$ cat config.mk
export PLATFORM = sky130hd
export DESIGN_NAME = spi_flash_stream_reader
export DESIGN_NICKNAME = d
export VERILOG_FILES = /design/src/rtl/spi_flash_pkg.sv /design/src/rtl/spi_sck_gen.sv /design/src/rtl/spi_flash_stream_reader.sv
export SDC_FILE = /design/constraint.sdc
export NUM_CORES = 1
export LEC_CHECK = 0
export CAP_MARGIN = 5
export CORE_MARGIN = 2
export CORE_UTILIZATION = 50
export CTS_CLUSTER_SIZE = 24
export DETAILED_ROUTE_END_ITERATION = 12
export PLACE_DENSITY_LB_ADDON = 0.3
export SLEW_MARGIN = 10
export SYNTH_ARGS = -nofsm -noshare
export SYNTH_HDL_FRONTEND = slang
export SYNTH_SLANG_ARGS = --single-unit
$ cat constraint.sdc
create_clock -name clock -period 4.1 [get_ports clock]
set_input_delay 1.23 -clock clock [delete_from_list [all_inputs] [get_ports clock]]
set_output_delay 1.23 -clock clock [all_outputs]
set_load 0.02 [all_outputs]
$ cat src/rtl/spi_flash_pkg.sv
// Shared opcodes, phase lengths and the controller state encoding for the
// SPI flash stream reader.
package spi_flash_pkg;

  localparam logic [7:0] OP_READ      = 8'h03;
  localparam logic [7:0] OP_FAST_READ = 8'h0B;
  localparam int         DUMMY_CLKS   = 8;
  localparam int         CMD_BITS     = 8;
  localparam int         ADDR_BITS    = 24;

  typedef enum logic [2:0] {
    IDLE,
    CMD,
    ADDR,
    DUMMY,
    DATA,
    PAUSE,
    FINISH
  } state_t;

  function automatic logic [7:0] opcode_for(input logic fast);
    return fast ? OP_FAST_READ : OP_READ;
  endfunction

endpackage

$ cat src/rtl/spi_sck_gen.sv
// Serial clock divider: toggles sck every CLK_DIV cycles while run is high and
// flags the cycle in which each half-period boundary, rise or fall occurs.
module spi_sck_gen #(
  parameter int CLK_DIV = 2
) (
  input  logic clk,
  input  logic rst_n,
  input  logic clr,
  input  logic run,
  input  logic rise_en,
  output logic sck,
  output logic half,
  output logic rise,
  output logic fall
);

  localparam int                CNT_W   = (CLK_DIV > 1) ? $clog2(CLK_DIV) : 1;
  localparam logic [CNT_W-1:0]  CNT_MAX = CNT_W'(CLK_DIV - 1);

  logic [CNT_W-1:0] cnt_reg;
  logic             sck_reg;

  // With rise_en low a boundary still reports half but sck stays parked low.
  assign half = run && (cnt_reg == CNT_MAX);
  assign rise = half && !sck_reg && rise_en;
  assign fall = half && sck_reg;
  assign sck  = sck_reg;

  always_ff @(posedge clk or negedge rst_n) begin
    if (!rst_n) begin
      cnt_reg <= '0;
      sck_reg <= 1'b0;
    end else if (clr) begin
      cnt_reg <= '0;
      sck_reg <= 1'b0;
    end else if (run) begin
      cnt_reg <= half ? '0 : cnt_reg + CNT_W'(1);
      if (rise) begin
        sck_reg <= 1'b1;
      end else if (fall) begin
        sck_reg <= 1'b0;
      end
    end
  end

endmodule

$ cat src/rtl/spi_flash_stream_reader.sv
// SPI mode-0 flash reader: issues READ/FAST_READ, then streams DATA_W-bit words
// out through a valid/ready register, stalling the serial clock on backpressure.
module spi_flash_stream_reader
  import spi_flash_pkg::*;
#(
  parameter int DATA_W  = 16,
  parameter int CLK_DIV = 2,
  parameter int LEN_W   = 20
) (
  input  logic              clock,
  input  logic              flash_rstn,
  input  logic              start,
  input  logic [23:0]       start_addr,
  input  logic [LEN_W-1:0]  word_len,
  input  logic              fast_mode,
  input  logic              abort,
  output logic              flash_clk,
  output logic              flash_cs_n,
  output logic              flash_mosi,
  input  logic              flash_miso,
  output logic [DATA_W-1:0] data_o,
  output logic              valid_o,
  input  logic              ready_i,
  output logic              busy,
  output logic              done
);

  state_t             state_reg, state_next;
  logic               fast_reg, fast_next;
  logic [31:0]        tx_sr_reg, tx_sr_next;
  logic [5:0]         bit_cnt_reg, bit_cnt_next;
  logic [DATA_W-1:0]  rx_sr_reg, rx_sr_next;
  logic               pending_reg, pending_next;
  logic [LEN_W-1:0]   word_cnt_reg, word_cnt_next;
  logic               cs_n_reg, cs_n_next;
  logic               mosi_reg, mosi_next;
  logic [DATA_W-1:0]  data_reg, data_next;
  logic               valid_reg, valid_next;
  logic               busy_reg, busy_next;
  logic               done_reg, done_next;

  logic               sck_clr, sck_run, sck_rise_en;
  logic               sck_half, sck_rise, sck_fall;
  logic               out_free, load;
  logic [DATA_W-1:0]  load_word, rx_shift;
  logic [31:0]        cmd_word;

  assign cmd_word = {opcode_for(fast_mode), start_addr};
  assign rx_shift = {rx_sr_reg[DATA_W-2:0], flash_miso};
  assign out_free = !valid_reg || ready_i;

  spi_sck_gen #(
    .CLK_DIV (CLK_DIV)
  ) u_sck_gen (
    .clk     (clock),
    .rst_n   (flash_rstn),
    .clr     (sck_clr),
    .run     (sck_run),
    .rise_en (sck_rise_en),
    .sck     (flash_clk),
    .half    (sck_half),
    .rise    (sck_rise),
    .fall    (sck_fall)
  );

  always_comb begin
    state_next    = state_reg;
    fast_next     = fast_reg;
    tx_sr_next    = tx_sr_reg;
    bit_cnt_next  = bit_cnt_reg;
    rx_sr_next    = rx_sr_reg;
    pending_next  = pending_reg;
    word_cnt_next = word_cnt_reg;
    cs_n_next     = cs_n_reg;
    mosi_next     = mosi_reg;
    data_next     = data_reg;
    valid_next    = valid_reg;
    done_next     = 1'b0;
    sck_clr       = 1'b0;
    sck_run       = 1'b0;
    sck_rise_en   = 1'b1;
    load          = 1'b0;
    load_word     = rx_sr_reg;

    if (valid_reg && ready_i) begin
      valid_next = 1'b0;
    end
    // Only the final word can sit in the output register once FINISH is reached.
    if (state_reg == FINISH && valid_reg && ready_i) begin
      done_next = 1'b1;
    end

    case (state_reg)
      IDLE: begin
        sck_clr   = 1'b1;
        cs_n_next = 1'b1;
        mosi_next = 1'b1;
        if (start) begin
          fast_next     = fast_mode;
          tx_sr_next    = cmd_word;
          word_cnt_next = word_len;
          bit_cnt_next  = '0;
          pending_next  = 1'b0;
          if (word_len == '0) begin
            state_next = FINISH;
            done_next  = 1'b1;
          end else begin
            state_next = CMD;
            cs_n_next  = 1'b0;
            mosi_next  = cmd_word[31];
          end
        end
      end

      CMD: begin
        sck_run = 1'b1;
        if (sck_fall) begin
          mosi_next  = tx_sr_reg[30];
          tx_sr_next = tx_sr_reg << 1;
          if (bit_cnt_reg == 6'(CMD_BITS - 1)) begin
            bit_cnt_next = '0;
            state_next   = ADDR;
          end else begin
            bit_cnt_next = bit_cnt_reg + 6'd1;
          end
        end
      end

      ADDR: begin
        sck_run = 1'b1;
        if (sck_fall) begin
          if (bit_cnt_reg == 6'(ADDR_BITS - 1)) begin
            mosi_next    = 1'b1;
            bit_cnt_next = '0;
            state_next   = fast_reg ? DUMMY : DATA;
          end else begin
            mosi_next    = tx_sr_reg[30];
            tx_sr_next   = tx_sr_reg << 1;
            bit_cnt_next = bit_cnt_reg + 6'd1;
          end
        end
      end

      DUMMY: begin
        sck_run = 1'b1;
        if (sck_fall) begin
          if (bit_cnt_reg == 6'(DUMMY_CLKS - 1)) begin
            bit_cnt_next = '0;
            state_next   = DATA;
          end else begin
            bit_cnt_next = bit_cnt_reg + 6'd1;
          end
        end
      end

      DATA: begin
        sck_run = 1'b1;
        if (sck_rise) begin
          rx_sr_next = rx_shift;
          if (bit_cnt_reg == 6'(DATA_W - 1)) begin
            bit_cnt_next = '0;
            if (out_free) begin
              load      = 1'b1;
              load_word = rx_shift;
            end else begin
              pending_next = 1'b1;
            end
          end else begin
            bit_cnt_next = bit_cnt_reg + 6'd1;
          end
        end else if (pending_reg) begin
          // Park after the falling edge so the flash already presents the next bit.
          if (out_free) begin
            load = 1'b1;
          end else if (sck_fall) begin
            state_next = PAUSE;
          end
        end
      end

      PAUSE: begin
        if (out_free) begin
          load = 1'b1;
        end
      end

      FINISH: begin
        sck_run     = !cs_n_reg;
        sck_rise_en = 1'b0;
        if (sck_half && !flash_clk) begin
          cs_n_next = 1'b1;
        end
        if (cs_n_reg && !valid_reg) begin
          state_next = IDLE;
        end
      end

      default: begin
        state_next = IDLE;
      end
    endcase

    if (load) begin
      data_next     = load_word;
      valid_next    = 1'b1;
      pending_next  = 1'b0;
      word_cnt_next = word_cnt_reg - LEN_W'(1);
      if (word_cnt_reg == LEN_W'(1)) begin
        state_next = FINISH;
      end else if (state_reg == PAUSE) begin
        state_next = DATA;
      end
    end

    if (abort) begin
      state_next   = IDLE;
      cs_n_next    = 1'b1;
      mosi_next    = 1'b1;
      valid_next   = 1'b0;
      done_next    = 1'b0;
      pending_next = 1'b0;
      bit_cnt_next = '0;
      sck_clr      = 1'b1;
    end

    busy_next = (state_next != IDLE);
  end

  always_ff @(posedge clock or negedge flash_rstn) begin
    if (!flash_rstn) begin
      state_reg    <= IDLE;
      fast_reg     <= 1'b0;
      tx_sr_reg    <= '0;
      bit_cnt_reg  <= '0;
      rx_sr_reg    <= '0;
      pending_reg  <= 1'b0;
      word_cnt_reg <= '0;
      cs_n_reg     <= 1'b1;
      mosi_reg     <= 1'b1;
      data_reg     <= '0;
      valid_reg    <= 1'b0;
      busy_reg     <= 1'b0;
      done_reg     <= 1'b0;
    end else begin
      state_reg    <= state_next;
      fast_reg     <= fast_next;
      tx_sr_reg    <= tx_sr_next;
      bit_cnt_reg  <= bit_cnt_next;
      rx_sr_reg    <= rx_sr_next;
      pending_reg  <= pending_next;
      word_cnt_reg <= word_cnt_next;
      cs_n_reg     <= cs_n_next;
      mosi_reg     <= mosi_next;
      data_reg     <= data_next;
      valid_reg    <= valid_next;
      busy_reg     <= busy_next;
      done_reg     <= done_next;
    end
  end

  assign flash_cs_n = cs_n_reg;
  assign flash_mosi = mosi_reg;
  assign data_o     = data_reg;
  assign valid_o    = valid_reg;
  assign busy       = busy_reg;
  assign done       = done_reg;

endmodule

---- Word-level counts from Yosys, hierarchy flattened ----
Index checks and enable logic that the tools add are counted.
storage, ports and cells
  register bits after elaboration ......... 101
  bits of input ports ..................... 51
  output and inout bits ................... 22
  logic and storage cells ................. 162
cells by class
  add/subtract/negate cells ............... 3
  eq/ne operators ......................... 24
  mux-type cells .......................... 84
  reductions and logical operators ........ 36
operators with widths
  kind                                                   count
  two-way mux 31 bit                                     4
  one-hot mux 31 bit (3 select lines)                    1
  two-way mux 16 bit                                     4
  two-way mux 20 bit                                     3
  two-way mux 3 bit                                      18
  two-way mux 6 bit                                      8
  two-way mux 1 bit                                      38
  one-hot mux 6 bit (4 select lines)                     1
  one-hot mux 3 bit (7 select lines)                     1
  equality test 20 x 1 -> 1 bit (second input constant)  1
  logical NOT 20 bit                                     1
  subtractor 20 x 1 -> 20 bit (second input constant)    1
  inequality test 4 bit (second input constant)          4
  AND reduction 5 bit                                    3
  nonzero test 3 bit                                     5
  inequality test 3 bit (second input constant)          4
  AND reduction 2 bit                                    5
  equality test 3 bit (second input constant)            3
  logical AND 1 bit                                      8
  inequality test 2 bit (second input constant)          4
  one-hot mux 1 bit (2 select lines)                     4
  nonzero test 4 bit                                     2
  adder 6 x 1 -> 6 bit (second input constant)           1
  equality test 3 x 2 -> 1 bit (second input constant)   2
  other kinds (17)                                       21

---- Depth between registers and ports, before layout ----
Gate-level depths: netlist of the first run.
  depth in word-level cells ............... 15
  mapped depth ............................ 8
  gate-level depth less buffers ........... 7

---- Cells and area by module ----
A second synthesis of the first run with hierarchy kept.
second synthesis, totals
  cell total of the unflattened synthesis .. 527
  area total of the unflattened synthesis .. 5132.4 um^2
by module, submodules not included
  module                   instances  cells each  area each (um^2)  sequential area each (um^2)
  spi_flash_stream_reader  1          518         5029.8            2479.9
  spi_sck_gen              1          9           102.6             50.0

---- Worst setup path after synthesis of the first run ----
Ideal clock, no wire load.
  path kind ............................... input-to-reg
  from .................................... input word_len[18]
  to ...................................... register busy_reg (netlist: busy)
  setup time .............................. 0.131 ns
  arrival time ............................ 2.442 ns
  required time ........................... 3.969 ns
  slack ................................... 1.526 ns
  stages .................................. 6
  path buffers ............................ 0
  cells stage by stage .................... nor4_1 -> nor2_1 -> a41o_1 -> nor3_1 -> nor3_1 -> or3_1
on the way
  word-level cells in the longest chain between the ends .. 9
ends and longest elaborated chain
  element                                 line                            text
  from (decl)                             spi_flash_stream_reader.sv:14   input logic [LEN_W-1:0] word_len,
  logical NOT 20 bit (*)                  spi_flash_stream_reader.sv:104  if (word_len == '0) begin
  two-way mux 3 bit (*)                   spi_flash_stream_reader.sv:104
  two-way mux 3 bit (*)                   spi_flash_stream_reader.sv:98   if (start) begin
  one-hot mux 3 bit (7 select lines) (*)  spi_flash_stream_reader.sv:93   case (state_reg)
  two-way mux 3 bit                       spi_flash_stream_reader.sv:210  end else if (state_reg == PAUSE) begin
  two-way mux 3 bit                       spi_flash_stream_reader.sv:208  if (word_cnt_reg == LEN_W'(1)) begin
  two-way mux 3 bit (*)                   spi_flash_stream_reader.sv:203  if (load) begin
  two-way mux 3 bit (*)                   spi_flash_stream_reader.sv:215  if (abort) begin
  via state_next[0]                       spi_flash_stream_reader.sv:28   state_t state_reg, state_next;
  nonzero test 3 bit (*)                  spi_flash_stream_reader.sv:226  busy_next = (state_next != IDLE);
  via busy_next                           spi_flash_stream_reader.sv:39   logic busy_reg, busy_next;
  to (signal assigned)                    spi_flash_stream_reader.sv:256  busy_reg <= busy_next;
  to (decl)                               spi_flash_stream_reader.sv:39
Mark *: on every way through the listed nets, which the timed path passes. The rest lies on a longest branch.
A chain may end at the register's enable or synchronous reset.

---- Worst setup path in the final report of the first run ----
Same ends and word-level chain as after synthesis.

==> impl_summary.md, run 1 <==
Clock tree
The post-cts hold buffer count is 0. The cell sitting at the root of the clock tree is a clkbuf_8. TritonCTS built the clock tree. The number of clock sinks is 101. After clock tree synthesis, the clock-pin slew on the worst setup and hold paths is 0.10 ns. The number of buffers added for setup after CTS is 0. The number of clock buffers inserted by TritonCTS is 9. The source-to-sink clock delay at the later pin of the worst-skew pair is 0.38 ns.

The H-tree was split into 3 levels. The clock passes through at most 2 buffers. The post-cts sizing count is 0.

Die
The standard-cell row count is 37. During I/O placement, the number of pins put on the boundary was 73. Measured along the x axis, the die boundary spans between 100 and 150 um. The die is 106 um tall. The die covers between 10000 and 15000 um^2. The total area inside the core boundary comes to ~10000 um^2. The initial utilization of the core area, before any placement, comes to 0.509.

Timing
Across the routed clock network, the largest skew measured is 0.0187 ns. Setup violations remaining at the end of the flow were counted as 0. The count of final hold-check violations is 0. In the finished design, the share of the clock period the worst path needs comes to 0.691.

The upper clock frequency limit is 0.353 GHz. The remaining max-slew budget at the tightest pin is 0.402. Setup total negative slack on the finished layout was measured at 0 ns. The worst path in the final design needs a cycle of 2.83 ns, including I/O delays and setup. The measured slew at the worst slew-check pin is between 0.8 and 0.9 ns. Once routing completed, OpenROAD measured the worst setup slack at between 1 and 1.5 ns. The number of pins exceeding their max-slew limit in the final report came to 0.

Setup repair after global routing left no endpoint under its margin.

Cells and area
Of the cells placed in the final design, the portion with a size suffix greater than 1 is 0.0930. The filler cell count in the final layout is 856. The number of flip-flops in the largest register is 31.

Relative to the synthesized area, the layout overhead comes to 20.8%. The total number of nets in the final design is 651. The number of inserted diodes is 0. Summing all non-filler instances in the final layout gives an area of 6260 um^2.

Worst hold path
The worst hold path passes through 2 cells. The critical hold path startpoint is tx_sr_reg[9]. The tightest min-delay check is of the reg2reg type. The worst min-delay path endpoint is tx_sr_reg[9].

Detailed routing
The routed layout has 4250 vias. The detailed-router iteration count before antenna repair is 5. The number of DRC markers in iteration 0 is 293. After detailed routing, the total wire length is 11400 um. Dividing the detail-routed wire length by the instance count gives 15.5 um. In the routed layout, each cell is associated on average with a via count of between 5 and 6. In the routed design, unresolved DRC markers number 0. The number of nets still failing antenna checks after routing is 0.

Yosys
The number of synthesized flops with an enable pin is 0. After synthesis, the cell types taking the most area are dfrtp_1 48%, mux2i_1 8.1%, o21ai_0 6.0%, nand2_1 5.7%, mux2_2 3.7%. The dominant synthesized flop cell is dfrtp_1.

The number of instances in the synthesized netlist is 536. Counting flops with an async set or reset pin after synthesis yields a share of 1.00. In the synthesized netlist, the cells that appear most often are 99 x dfrtp_1, 79 x nand2_1, 62 x o21ai_0. The fraction of post-synthesis cell area in the top cell type by area is 0.478. The largest area contributor in the synthesized netlist is dfrtp_1. The number of nets handed over by synthesis was 590. The most common cell in the synthesized netlist is dfrtp_1. The yosys synthesis warning count is 0. Averaged over all synthesized cells, the footprint is 9.67 um^2. The area of the mapped netlist is a little over 5000 um^2. Synthesis inferred 101 register bits. The sequential share of the synthesized area is 0.488. The count of cell types in the netlist is between 60 and 70.

Pwr
The portion of total power attributed to sequential cells is 0.523. Summed over all nets, the switching power comes to 0.000639 W. Across the VDD grid, the largest voltage drop is approximately 190 uV. The total power after layout is 0.00226 W. The logic gate share of total power is 0.147. Power spread over the standard cell area amounts to 362 nW/um^2. The share of total power dissipated in the clock network is 0.330.

Of the total power, the share spent switching nets is 0.282. The internal power contribution is 0.00162 W. Summed over all cells, the static leakage comes to approximately 2.7 nW.

Worst setup path
Among cell families on the critical path, the largest total delay comes from simple AND/OR/NAND/NOR gates. The capturing element type of the critical path is a flop. In this design, the stage delay of the slowest critical-path cell is roughly 0.50 ns. The beginning of the worst register-to-register path is state_reg[0]. STA classifies the critical path startpoint as an input port. The slowest stage of the critical path belongs to the cell nor4_1.

For the worst setup path, the data required time is 4.35 ns. The peak fanout along the critical path is 3. Data arrives at the worst endpoint at 3.09 ns. The critical path is of the in2reg type. The count of cells along the worst register-to-register path is 6. The buffers plus inverters on the worst setup path is 1.

Traced cell by cell, the critical path runs through clkdlybuf4s50_1 > nor4_1 > nor2_1 > a41o_1 > nor3_1 > nor3_1 > or3_1. Counting stages on the worst path, the most repeated cell is nor3_1. In this run the critical register-to-register path is captured at tx_sr_reg[8]. The slack of the worst reg-to-reg path is 1.38 ns.

Placed design
The setup slack after placement is a little under 0.9 ns. Detailed placement finished with a half-perimeter wire length of between 7000 and 8000 um. The final RePlAce weighted congestion is about 0.89. The count of buffers inserted at the top-level ports is 72. The placed cell area is ~6000 um^2.

Job
Across the run, the number of max-cap violations was 0.

Outcome
The run finished with clean final reports.

GRT
The global-route wire length before repair is between 15000 and 20000 um. The initial antenna violation count is 0. The total overflow left after global routing is 0. Entering global routing, the biggest net connects 62 pins. The number of global-route vias before repair is approximately 4200. For this run, the total global-route usage over all layers was measured as 0.214.
area by class of cell:
type / count / area [um^2] / area share
clock inverters: 7 / 115 / 0.0184
flip-flops and latches: 101 / 2530 / 0.404
repair buffers: 82 / 806 / 0.129
clock buffers: 9 / 124 / 0.0198
inverters: 8 / 30.0 / 0.00480
well taps: 136 / 170 / 0.0272
multi-input cells: 395 / 2490 / 0.397
through the flow:
stage	utilization	hold WS, ns	instances
global placement	0.591	0.461	722
detailed placement	0.591	0.471	722
CTS	0.615	0.496	738
floorplan	-	0.449	536
global route	0.615	0.525	738
finish	0.615	0.489	738
cell families (layout without fill, tap and decap cells):
kind of cell / after synthesis / in the layout / share of synthesized area
AOI/OAI and AO/OA: 139 / 139 / 0.167
xor gates and xnor gates: 1 / 1 / 0.00169
adders and majority gates: 4 / 4 / 0.00918
buffers and inverters: 40 / 106 / 0.0319
DFF: 101 / 101 / 0.488
muxes: 59 / 59 / 0.118
and+or+nand+nor: 192 / 192 / 0.184
power groups by stage:
| stage | logic, W | registers (W) | clock network (W) |
|---|---|---|---|
| final | 0.000333 | 0.00118 | 0.000747 |
| after global routing | 0.000380 | 0.00120 | 0.000808 |
| after detailed placement | 0.000338 | 0.00120 | 0 |
| after floorplan | 0.000211 | 0.00118 | 0 |
| after CTS | 0.000338 | 0.00118 | 0.000767 |
| after global placement | 0.000324 | 0.00120 | 0 |
per-layer routing:
metal	wire (um)	up-vias	global-route usage
met5	0	-	0
met1	5170	2036	0.283
met2	5480	127	0.349
met4	230	0	0.0855
met3	543	23	0.0421
li1	-	2064	-
placed cells by master, fill, tap and decap left out, types with 5 or more instances in the layout:
cell,n
nor2_1,34
clkdlybuf4s50_1,71
a211oi_1,6
buf_4,10
nand2b_1,9
inv_1,8
nor4_1,10
clkbuf_8,9
a31oi_1,5
a21oi_1,22
mux2i_1,42
o211ai_1,7
nor3_1,13
nand3_1,6
nand2_1,79
dfrtp_1,99
o21ai_0,62
mux2_2,17
how the worst max path moves through the flow:
stage                   from       endpoint  slack, ns  cells past startpoint
2_1_floorplan   word_len[18]           busy       1.53                      6
3_3_place_gp    word_len[18]           busy       0.93                      7
3_5_place_dp    word_len[18]           busy       0.89                      7
4_1_cts        u_sck_gen.sck      flash_clk       1.25                      1
5_1_grt         state_reg[0]  tx_sr_reg[16]       1.17                      6
6_report        word_len[18]           busy       1.27                      7
worst register-to-register path: stages, from the launching register on:
cell      delay (ns)
dfrtp_1         0.71
buf_4           0.27
nand2b_1        0.24
a21o_1          0.74
buf_4           0.35
mux2i_1         0.19
o21ai_0         0.09
No activity file was read; power rests on OpenSTA's default activity.
==> run 2: changes to the inputs <==
==> constraint.sdc (replaced) <==
create_clock -name clock -period 2.5 [get_ports clock]
set_input_delay 0.75 -clock clock [delete_from_list [all_inputs] [get_ports clock]]
set_output_delay 0.75 -clock clock [all_outputs]
set_load 0.02 [all_outputs]
==> run 2 against run 1 <==
Effect of this change: critical path depth unchanged; hold slack worse by 0.15 ns; critical path type is now reg2reg; clock-buffer cell count increased by 1; largest cell class unchanged; via count grew 3.3%; highest routed layer unchanged; cell area up 3.9%.
==> impl_summary.md, run 2 (synthesis results as in run 1) <==
Outcome
The flow ran to the end, and the final reports show no timing, DRC or antenna violations.

Timing
The worst setup skew after layout is 0.0107 ns. The number of pins exceeding their max-slew limit in the final report is 0. The remaining max-slew budget at the tightest pin is 0.596. The minimum period implied by the final worst setup slack is roughly 2.4 ns. The upper clock frequency limit is 0.410 GHz. The count of final hold-check violations is 0. Setup violations remaining at the end of the flow were counted as 0. The fraction of the cycle the final worst path needs is 0.975. For the final routed database, the setup TNS stands at 0 ns. For the pin with the worst max-slew slack, the measured transition is 0.601 ns.

GRT
The first global-routing pass estimated around 21000 um of wire. The initial antenna violation count is 0. The number of global-route vias before repair was 4336.

Entering global routing, the biggest net connects 62 pins. After global routing the overflow that remains totals 0. The overall routing resource usage is 0.231.

Worst setup path
At the worst endpoint, the required time is between 2 and 3 ns. Measured in cells, the most critical reg-to-reg path has a length of 7. The worst setup path is captured at a flop. The end of the worst register-to-register path is word_cnt_reg[8].

STA classifies the critical path startpoint as a flop. The slack of the worst reg-to-reg path is just over 0.06 ns. Along the worst path, the maximum fanout reaches 5.

By startpoint and endpoint, the worst setup path is classified as reg2reg. In this run the critical register-to-register path is launched from bit_cnt_reg[1]. For the worst setup path, the data arrival time is roughly 2.7 ns.

Cells and area
The commonest non-fill, non-tap cell in the layout is dfrtp_1. The final layout contains 683 nets. The number of inserted diodes is 0. The finished cells cover roughly 6500 um^2. For this run, the share of the core covered by cells in the final layout is 0.639. In the layout the commonest cells are 99 x dfrtp_1, 79 x nand2_1, 71 x clkdlybuf4s50_1, 62 x o21ai_0, 42 x mux2i_1. For this run, the number of standard cells in the final layout without fillers is 770. The number of flip-flops in the largest register is 31. The synthesis-to-layout area growth is 25.5%.

The layout cell share with drive strength beyond 1 is 0.145.

Clock tree
TritonCTS built the clock tree. For this design, the sink count on the clock tree is 101. TritonCTS created 9 clock buffers. The clock root buffer is clkbuf_8. Clock latency on the worst-skew pair, taken at its later pin, is 0.37 ns. The clock passes through at most 2 buffers.

The number of H-tree levels is 3. The clock transition time at the flip-flop clock pins of the worst setup and hold paths is 0.10 ns.

Detailed routing
Once detail routing completed, the nets flagged for antenna violations numbered 0. The via total after detailed routing is 4390. The first detailed-routing pass took 4 iterations.

The DRC violation count after routing is 0. The detailed router finished its first iteration with 226 violations. The via density per instance is 5.70.

The routed length per placed instance is roughly 16 um. The total routed wirelength is 12300 um.

Pwr
The total power after layout is 0.00351 W. The leakage power of the design is approximately 2.8 nW. The total power divided by cell area is approximately 540 nW/um^2. The worst-case vdd ir drop is 359 uV.

Die
The floorplan has 37 rows. The number of I/O pins is 73. In this run the vertical extent of the chip is 106 um. The width of the die is 106 um. The area of the die is about 11000 um^2. The floorplan step defined a core boundary enclosing roughly 10000 um^2. The initial core utilization is 0.509.

Placed design
The count of buffers added on input and output ports is 72. Routability-driven placement finished with a final weighted congestion of ~0.9. After legalization and detailed placement, the total HPWL measured between 8000 and 9000 um. Summing all placed instances gives a cell area of between 6000 and 7000 um^2.

The total instance count after detailed placement is about 750.

Job
The max-capacitance violation count is 0.

Worst hold path
The class of the worst hold path is in2async.
-- run 2: cell types whose count changed in the layout (fill, tap and decap cells not counted), sizes merged --
cell and change:
buf +32, bufinv -2, clkbuf +1, clkinv +1
clkinvlp +1, inv -1
-- run 2: worst max-delay path, stage by stage (launching register included) --
cell	delay, ns
dfrtp_1	0.37
ha_1	0.16
or3b_4	0.42
nor4_4	0.41
o21ai_2	0.13
or2_4	0.30
o311a_1	0.30
a221o_1	0.25
-- run 2: cell type report --
type                       count  area, um^2
sequential                   101        2530
clock inverter                 6        47.5
tap                          136         170
inverter                       8        30.0
clock buffer                  10         128
multi-input combinational    395        2520
fill                         863        3680
timing repair buffer         114        1080
-- run 2: worst max path at each step --
stage,from,slack [ns],depth (start not counted),end
after CTS,bit_cnt_reg[1],0.009,7,word_cnt_reg[13]
after detailed placement,word_len[11],-0.11,7,busy
final,bit_cnt_reg[1],0.06,7,word_cnt_reg[8]
after global routing,bit_cnt_reg[1],-0.03,7,word_cnt_reg[19]
after global placement,word_len[18],-0.12,8,busy
after floorplan,bit_cnt_reg[0],0.11,7,word_cnt_reg[8]
-- run 2: metal layers --
metal	vias up	part of all wire	GRT usage
met5	-	0	0
met4	0	0.015	0.0639
met3	18	0.051	0.0507
met2	123	0.49	0.382
met1	2123	0.45	0.307
li1	2126	-	-
-- run 2: repair_timing --
| item | in CTS | in global routing |
|---|---|---|
| endpoints found under the setup margin | 4 | 8 |
| hold endpoints to repair | 0 | 0 |
| buffers inserted | 0 | 2 |
| resized for setup | 2 | 5 |
| hold buffers | 0 | 0 |
| pin swaps | 0 | 2 |
| gates cloned | 0 | 0 |
-- run 2: stage by stage --
step | setup WS (ns) | hold slack, ns
detailed placement | -0.112 | 0.470
finish | 0.0617 | 0.335
global route | -0.0346 | 0.368
global placement | -0.117 | 0.461
CTS | 0.00865 | 0.362
floorplan | 0.108 | 0.449
-- run 2: power by group --
part / total (W) / switching (W) / internal (W)
combinational: 0.000625 / 0.000318 / 0.000307
sequential: 0.00193 / 0.000118 / 0.00181
clock: 0.000963 / 0.000590 / 0.000373
total: 0.00351 / 0.00103 / 0.00249
==> run 3: changes to the inputs <==
--- a/config.mk
+++ b/config.mk
@@ -8,6 +8,7 @@
 export CAP_MARGIN = 5
 export CORE_MARGIN = 2
 export CORE_UTILIZATION = 50
+export CTS_CLUSTER_DIAMETER = 50
 export CTS_CLUSTER_SIZE = 24
 export DETAILED_ROUTE_END_ITERATION = 12
 export PLACE_DENSITY_LB_ADDON = 0.3
==> results of run 3 <==
Final layout, timing and power as in run 2 (identical DEF).
